--- config.mk ---
export PLATFORM = sky130hd
export DESIGN_NAME = seg_scan_driver
export DESIGN_NICKNAME = d
export VERILOG_FILES = /design/src/rtl/seg_scan_driver.sv
export SDC_FILE = /design/constraint.sdc
export NUM_CORES = 1
export LEC_CHECK = 0
export CAP_MARGIN = 20
export CORE_ASPECT_RATIO = 2
export CORE_MARGIN = 2
export CORE_UTILIZATION = 55
export CTS_CLUSTER_DIAMETER = 120
export DETAILED_ROUTE_END_ITERATION = 8
export GPL_TIMING_DRIVEN = 0
export PLACE_DENSITY_LB_ADDON = 0.08
export REMOVE_ABC_BUFFERS = 1
export SYNTH_ARGS = -nofsm -noshare
export SYNTH_HDL_FRONTEND = slang
export SYNTH_SLANG_ARGS = --single-unit
--- constraint.sdc ---
create_clock -name clk -period 5 [get_ports clk]
set_input_delay 1 -clock clk [delete_from_list [all_inputs] [get_ports clk]]
set_output_delay 1 -clock clk [all_outputs]
set_load 0.005 [all_outputs]
--- src/rtl/seg_scan_driver.sv ---
// Eight-digit common-anode seven-segment scanner: seconds digit, separator and song number,
// with anti-ghost guard, frame-coherent input shadowing and a pause blink on the seconds digit.
module seg_scan_driver #(
  parameter int unsigned CLK_HZ   = 100_000_000,
  parameter int unsigned SCAN_HZ  = 1000,
  parameter int unsigned GUARD    = 16,
  parameter int unsigned BLINK_HZ = 2
) (
  input  logic       clk,
  input  logic       rst,
  input  logic [7:0] sec_seg,
  input  logic [4:0] song,
  input  logic       play,
  input  logic       blank_lz,
  output logic [7:0] seg_an,
  output logic [7:0] seg_cath
);

  localparam int unsigned Div      = CLK_HZ / SCAN_HZ;
  localparam int unsigned BlinkDiv = CLK_HZ / (2 * BLINK_HZ);
  localparam int unsigned ScanW    = (Div > 1) ? $clog2(Div) : 1;
  localparam int unsigned BlinkW   = (BlinkDiv > 1) ? $clog2(BlinkDiv) : 1;

  localparam logic [ScanW-1:0]  ScanLast  = ScanW'(Div - 1);
  localparam logic [ScanW-1:0]  GuardLen  = ScanW'(GUARD);
  localparam logic [BlinkW-1:0] BlinkLast = BlinkW'(BlinkDiv - 1);

  logic [ScanW-1:0]  scan_cnt_q, scan_cnt_d;
  logic [BlinkW-1:0] blink_cnt_q, blink_cnt_d;
  logic              phase_q, phase_d;
  logic [2:0]        idx_q, idx_d;
  logic [7:0]        sec_sh_q, sec_sh_d;
  logic [4:0]        song_sh_q, song_sh_d;
  logic [7:0]        seg_an_q, seg_an_d;
  logic [7:0]        seg_cath_q, seg_cath_d;

  logic       scan_tick;
  logic       frame_wrap;
  logic [4:0] tens;
  logic [4:0] ones;
  logic [7:0] pattern;

  function automatic logic [7:0] dec_pat(input logic [4:0] d);
    logic [7:0] p;
    case (d)
      5'd0:    p = 8'h3F;
      5'd1:    p = 8'h06;
      5'd2:    p = 8'h5B;
      5'd3:    p = 8'h4F;
      5'd4:    p = 8'h66;
      5'd5:    p = 8'h6D;
      5'd6:    p = 8'h7D;
      5'd7:    p = 8'h07;
      5'd8:    p = 8'h7F;
      5'd9:    p = 8'h6F;
      default: p = 8'h00;
    endcase
    return p;
  endfunction

  assign scan_tick  = (scan_cnt_q == ScanLast);
  assign frame_wrap = scan_tick && (idx_q == 3'd7);
  assign tens       = song_sh_q / 5'd10;
  assign ones       = song_sh_q % 5'd10;

  always_comb begin
    scan_cnt_d  = scan_tick ? '0 : scan_cnt_q + ScanW'(1);
    idx_d       = scan_tick ? idx_q + 3'd1 : idx_q;
    blink_cnt_d = (blink_cnt_q == BlinkLast) ? '0 : blink_cnt_q + BlinkW'(1);
    phase_d     = (blink_cnt_q == BlinkLast) ? ~phase_q : phase_q;
    // Shadows only move at the frame boundary so a frame never mixes old and new values.
    sec_sh_d    = frame_wrap ? sec_seg : sec_sh_q;
    song_sh_d   = frame_wrap ? song : song_sh_q;
  end

  always_comb begin
    pattern = 8'h00;
    case (idx_q)
      3'd0:    pattern = (!play && phase_q) ? 8'h00 : sec_sh_q;
      3'd2:    pattern = 8'h40;
      3'd6:    pattern = dec_pat(ones);
      3'd7:    pattern = (blank_lz && (tens == 5'd0)) ? 8'h00 : dec_pat(tens);
      default: pattern = 8'h00;
    endcase
  end

  always_comb begin
    if (scan_cnt_q < GuardLen) begin
      seg_an_d   = 8'hFF;
      seg_cath_d = 8'hFF;
    end else begin
      seg_an_d   = ~(8'b1 << idx_q);
      seg_cath_d = ~pattern;
    end
  end

  always_ff @(posedge clk) begin
    if (rst) begin
      scan_cnt_q  <= '0;
      blink_cnt_q <= '0;
      phase_q     <= 1'b0;
      idx_q       <= 3'd0;
      sec_sh_q    <= 8'h00;
      song_sh_q   <= 5'd0;
      seg_an_q    <= 8'hFF;
      seg_cath_q  <= 8'hFF;
    end else begin
      scan_cnt_q  <= scan_cnt_d;
      blink_cnt_q <= blink_cnt_d;
      phase_q     <= phase_d;
      idx_q       <= idx_d;
      sec_sh_q    <= sec_sh_d;
      song_sh_q   <= song_sh_d;
      seg_an_q    <= seg_an_d;
      seg_cath_q  <= seg_cath_d;
    end
  end

  assign seg_an   = seg_an_q;
  assign seg_cath = seg_cath_q;

endmodule

# Word-level counts from Yosys, hierarchy flattened
# Memories as Yosys holds them, arrays and structs flattened.
# Index checks and enable logic that the tools add are counted.
dict set report op_classes {
  add_sub_neg 3
  mul 0
  n_div 2
  n_lt_le_gt_ge 1
  eq_ne 5
  n_shift 1
  n_mux 5
  bitwise_logic 3
  reduce_logical 9
}
# cell n
set op_table {}
lappend op_table {{8-bit 2-to-1 mux} 4}
lappend op_table {{8-bit one-hot mux with 4 select lines} 1}
lappend op_table {{25-bit by 1-bit adder with 25-bit output, second input constant} 1}
lappend op_table {{25-bit equality test, second input constant} 1}
lappend op_table {{17-bit by 1-bit adder with 17-bit output, second input constant} 1}
lappend op_table {{17-bit equality test, second input constant} 1}
lappend op_table {{17-bit by 5-bit < comparator with 1-bit output, second input constant} 1}
lappend op_table {{8-bit inverter} 2}
lappend op_table {{1-bit by 3-bit << shifter with 8-bit output, first input constant} 1}
lappend op_table {{3-bit equality test, second input constant} 2}
lappend op_table {{2-bit OR reduction} 3}
lappend op_table {{5-bit by 4-bit divider with 5-bit output, second input constant} 1}
lappend op_table {{5-bit logical NOT} 1}
lappend op_table {{5-bit by 4-bit modulo with 5-bit output, second input constant} 1}
lappend op_table {{3-bit by 1-bit adder with 3-bit output, second input constant} 1}
lappend op_table {{3-bit by 2-bit equality test with 1-bit output, second input constant} 1}
lappend op_table {{1-bit logical AND} 3}
lappend op_table {{3-bit logical NOT} 1}
lappend op_table {{1-bit logical NOT} 1}
lappend op_table {{1-bit inverter} 1}
dict set report word_totals {
  register_bits 75
  latch_bits 0
  ramBits 0
  rom_bits 224
  n_memories 2
}
# name depth word_bits rd rd_ports_with_merged_regs write_ports line_no
set mem_list {}
lappend mem_list {{(no name shown)} 16 7 1 0 0 45} ;# case (d)
lappend mem_list {{(no name shown)} 16 7 1 0 0 45}

# Logic depth before layout (Yosys ltp)
dict set report depth {
  word_depth 6
  depth_mapped 12
}

# Worst setup path before layout
# No wires, ideal clock.
dict set report synth_path {
  path_type {reg-to-reg}
  start {reg song_sh_q[2]}
  end {reg seg_cath_q[1], in the netlist seg_cath[1]}
  setup_ns 0.114
  arrival_ns 2.511
  required_time_ns 4.886
  setup_slack_ns 2.375
  path_stages_with_launch 13
  path_buffers 1
  period_less_slack_ns 2.625
  path_cell_list {dfxtp_1 buf_4 nor2b_1 a21oi_1 ha_1 or2_1 a2111oi_2 a41oi_2 ha_1 inv_1 a21boi_0 o21ai_0 a21o_1}
}
dict set report synth_via {
  elab_chain_len 6
  elab_cells_between_ends 11
  cone_classes {div (2); mux (4); bitwise (1); reduce/logical (2); memory (2)}
}
# element line_no
set synth_lines {}
lappend synth_lines {{from (decl)} 33} ;# logic [4:0] song_sh_q, song_sh_d;
lappend synth_lines {{from (signal assigned)} 113} ;# song_sh_q <= song_sh_d;
lappend synth_lines {{5-bit by 4-bit divider with 5-bit output} 63} ;# assign tens = song_sh_q / 5'd10;
lappend synth_lines {{memory read 16 x 7 bit / 5-bit logical NOT (equally long branches)} n/a}
lappend synth_lines {{8-bit 2-to-1 mux / 1-bit logical AND (equally long branches)} {45, 82}}
lappend synth_lines {{8-bit 2-to-1 mux} 82} ;# 3'd7: pattern = (blank_lz && (tens == 5'd0)) ? 8'h00 : dec_pat(tens);
lappend synth_lines {{8-bit one-hot mux with 4 select lines (*)} 78} ;# case (idx_q)
lappend synth_lines {{8-bit inverter (*)} 93} ;# seg_cath_d = ~pattern;
lappend synth_lines {{to (signal assigned)} 115} ;# seg_cath_q <= seg_cath_d;
lappend synth_lines {{to (decl)} 35} ;# logic [7:0] seg_cath_q, seg_cath_d;
# Every way passes the cells marked *; elsewhere a longest branch is shown, timed or not.
# A chain may end at the register's enable or synchronous reset.

# Worst setup path in the final report
dict set report layout_path {
  start {reg song_sh_q[4]}
  end {reg seg_cath_q[1], in the netlist seg_cath[1]}
}
# The elaborated chain is that of the path after synthesis.

==> results.yml <==
critical_path:
  worstSetupEndpointType: "flop"
  critPathKind: "reg -> reg"
  start_kind: "flop"
  crit_fanout: 14
  r2r-start: "song_sh_q[4]$_SDFFE_PP0P_"
  required_ns: 5.22
  startpoint: "song_sh_q[4]$_SDFFE_PP0P_"
  crit_arrival_ns: 3.41
timing:
  relSlewSlack_pct: 35.1
  fin_hold_ws_ns: 0.413
  clock.fmax_ghz: 0.313
  min_period_over_period_pct: 63.8
  hold_viol: 0
  setup_tns_ns: 0
  period_minus_slack_ns: 3.19
  setup_violations: 0
  finalMaxSlewViolations: 0
  clock_skew_ns: 0.00735
  grt_setup_unrepaired: "no"
  fin_ws_ns: 1.81
  worst_pin_slew_ns: 0.966
synthesis:
  ys_seq_elements: 75
  yosys.cell_types.count: 54
  async_flop_share_pct: 0
  synthXorXnorAreaFrac_pct: 9.76
  synth_top_family_by_area: "simple AND/OR/NAND/NOR gates"
  syn_inst: 418
  synth.largest_area_cell: "dfxtp_1"
  synth_warnings: 0
  synthesis.area_sq_um: 3500
  synth_flop_cell: "dfxtp_1"
  synth_compound_area_share_pct: 10.7
  synthAdderAreaFrac_pct: 4.65
  synth_sequential_area_ratio_pct: 42.9
  postSynthAreaPerCell_sq_um: 8.37
  synth_edf_count: 0
  yosys.area_share.simple_pct: 27.4
  yosysTopAreaCellShare_pct: 42.9
  synthTopCellsByArea: "dfxtp_1 (43%), nor2_1 (6.0%), xor2_1 (5.8%), nand2_1 (5.7%), ha_1 (4.6%)"
  synth_mux_area_share_pct: 0.715
clock_network:
  ctsHoldBuffers: 0
  clk_pin_slew_ns: 0.06
  insertion_delay_ns: 0.33
  cts_tree: "built"
  cts_resized: 0
  cts_sinks: 75
  clk_path_buf_depth: 2
  post_cts_buffers: 0
  h-tree-depth: 3
  cts_buffers: 9
  cts-root-buf: "clkbuf_16"
pwr:
  power_mw: 1.32
  power_leakage_nw: 1.45
  powerDensity_nw_per_um2: 317
  vdd_drop_max_mv: 0.278
routing:
  detailroute.via_count: 2916
  remaining_drc_errors: 0
  dr.pass1.iters: 4
  wl_per_cell_um: 13.6
  via_per_inst: 5.45
  routed_wl_mm: 7.26
  first_iter_violations: 226
  detail-route-antenna-nets: 0
floorplan:
  die_h_um: 117
  ioPinCount: 33
  die_x_um: 60.4
  start_util_pct: 56.4
  coreArea_sq_um: 6210
  dieArea_sq_um: 7060
  rows: 41
global_route:
  grt_first_pass_wirelength_mm: 12.6
  antenna_found_initial: 0
  grt_pass1_vias: 2708
  overflow: 0
  grt_use_total_pct: 23.0
  grt_max_degree: 26
placement:
  place.gp.congestion: 0.792
  io_buffers: 32
  dp_slack_ns: 1.67
  dpl.hpwl_mm: 5.14
finish:
  seqCellArea_sq_um: 1500
  layout.nets: 474
  nFillCells: 517
  multiInputGateArea_sq_um: 1860
  layout-area-overhead-vs-synth_pct: 19.1
  drive_gt1_share_pct: 5.35
  num_antenna_cells: 0
hold_path:
  hp-class: "reg -> reg"
  hold_path_startpoint: "sec_sh_q[7]$_SDFFE_PP0P_"
flow_run:
  maxCapViolations: 0
outcome:
  status: "finished, final reports clean"
## worst max-delay path, stage by stage (launching register included)
cell and delay, ns:
dfxtp_1 0.58, nor2b_1 0.33, a21oi_1 0.14, ha_1 0.30, or2_1 0.32, a2111oi_2 0.42, a41oi_2 0.15, ha_1 0.38
inv_1 0.04, a21boi_0 0.13, o21ai_0 0.09, a21o_1 0.20
## layout make-up
class                           instances  area share, %
Multi-Input combinational cell        310           44.6
Timing Repair Buffer                   32           7.68
Sequential cell                        75           36.0
Clock inverter                          4           1.77
Inverter                               16           1.44
Tap cell                               86           2.58
Clock buffer                           12           5.91
## cells in the final DEF (no fill, tap or decap), types with 2 or more instances in the layout
master,instances
nand3b_1,2
o21ai_0,13
nand3_1,32
clkbuf_1,2
dfxtp_1,75
a31oi_1,3
nand4_1,12
and2_1,3
inv_1,16
or2_2,2
or2_1,2
and3_1,6
a21o_1,3
xor2_1,23
a22oi_1,3
or3_1,2
nor3_1,9
xnor2_1,16
ha_1,13
a21oi_1,21
bufinv_16,2
clkbuf_16,9
and4_1,3
nand2_1,53
o21bai_1,2
nor2b_1,5
nor2_1,56
clkdlybuf4s50_1,32
## routing by layer
layer / GRT usage (%) / part of all wire (%) / vias up
li1: - / - / 1484
met1: 32.1 / 46 / 1346
met2: 34.1 / 46 / 76
met3: 5.49 / 5.8 / 10
met4: 8.74 / 1.7 / 0
met5: 0 / 0 / -
## flip-flops by register name, indices dropped and copies added, names as in the netlist
name,count
seg_cath,8
song_sh_q,5
blink_cnt_q,25
idx_q,3
scan_cnt_q,17
phase_q,1
sec_sh_q,8
seg_an,8
## cells in the mapped netlist (3+ instances only)
master     n
xnor2_1   16
nor3_1     9
a31oi_1    3
buf_2      6
xor2_1    23
and4_1     3
nand4_1   12
nand3_1   32
dfxtp_1   75
a21oi_1   21
o21ai_0   13
and3_1     6
ha_1      13
nand2_1   53
a22oi_1    3
a21o_1     3
inv_1     16
nor2b_1    5
clkbuf_1   8
and2_1     3
nor2_1    56
## where the power goes
part | internal, mW | switching (mW)
Combinational | 0.0161 | 0.0139
Clock | 0.450 | 0.235
Sequential | 0.602 | 0.00388
## per-stage QoR
| step | util [%] | std cells | cell area, sq um |
|---|---|---|---|
| floorplan | - | 401 | 3420 |
| global placement | 62.0 | 519 | 3850 |
| detailed placement | 62.0 | 519 | 3850 |
| CTS | 67.2 | 535 | 4170 |
| global route | 67.2 | 535 | 4170 |
| finish | 67.2 | 535 | 4170 |
## logic make-up (layout without fill, tap and decap cells)
logic type / count (synthesis) / after routing
and+or+nand+nor: 198 / 198
xor gates and xnor gates: 39 / 39
adders and majority gates: 13 / 13
buffers and inverters: 33 / 64
muxes: 2 / 2
AOI/OAI and AO/OA: 58 / 58
DFF: 75 / 75
## final timing paths
kind | cells after the start | end | slack, ns
worst max-delay path | 11 | seg_cath[1]$_SDFF_PP1_ | 1.81
worst min-delay path | 1 | seg_cath[7]$_SDFF_PP1_ | 0.41
worst max register to register | 11 | seg_cath[1]$_SDFF_PP1_ | 1.81
worst min register to register | 1 | seg_cath[7]$_SDFF_PP1_ | 0.41
Note: power is estimated with default switching activity, not from simulation.
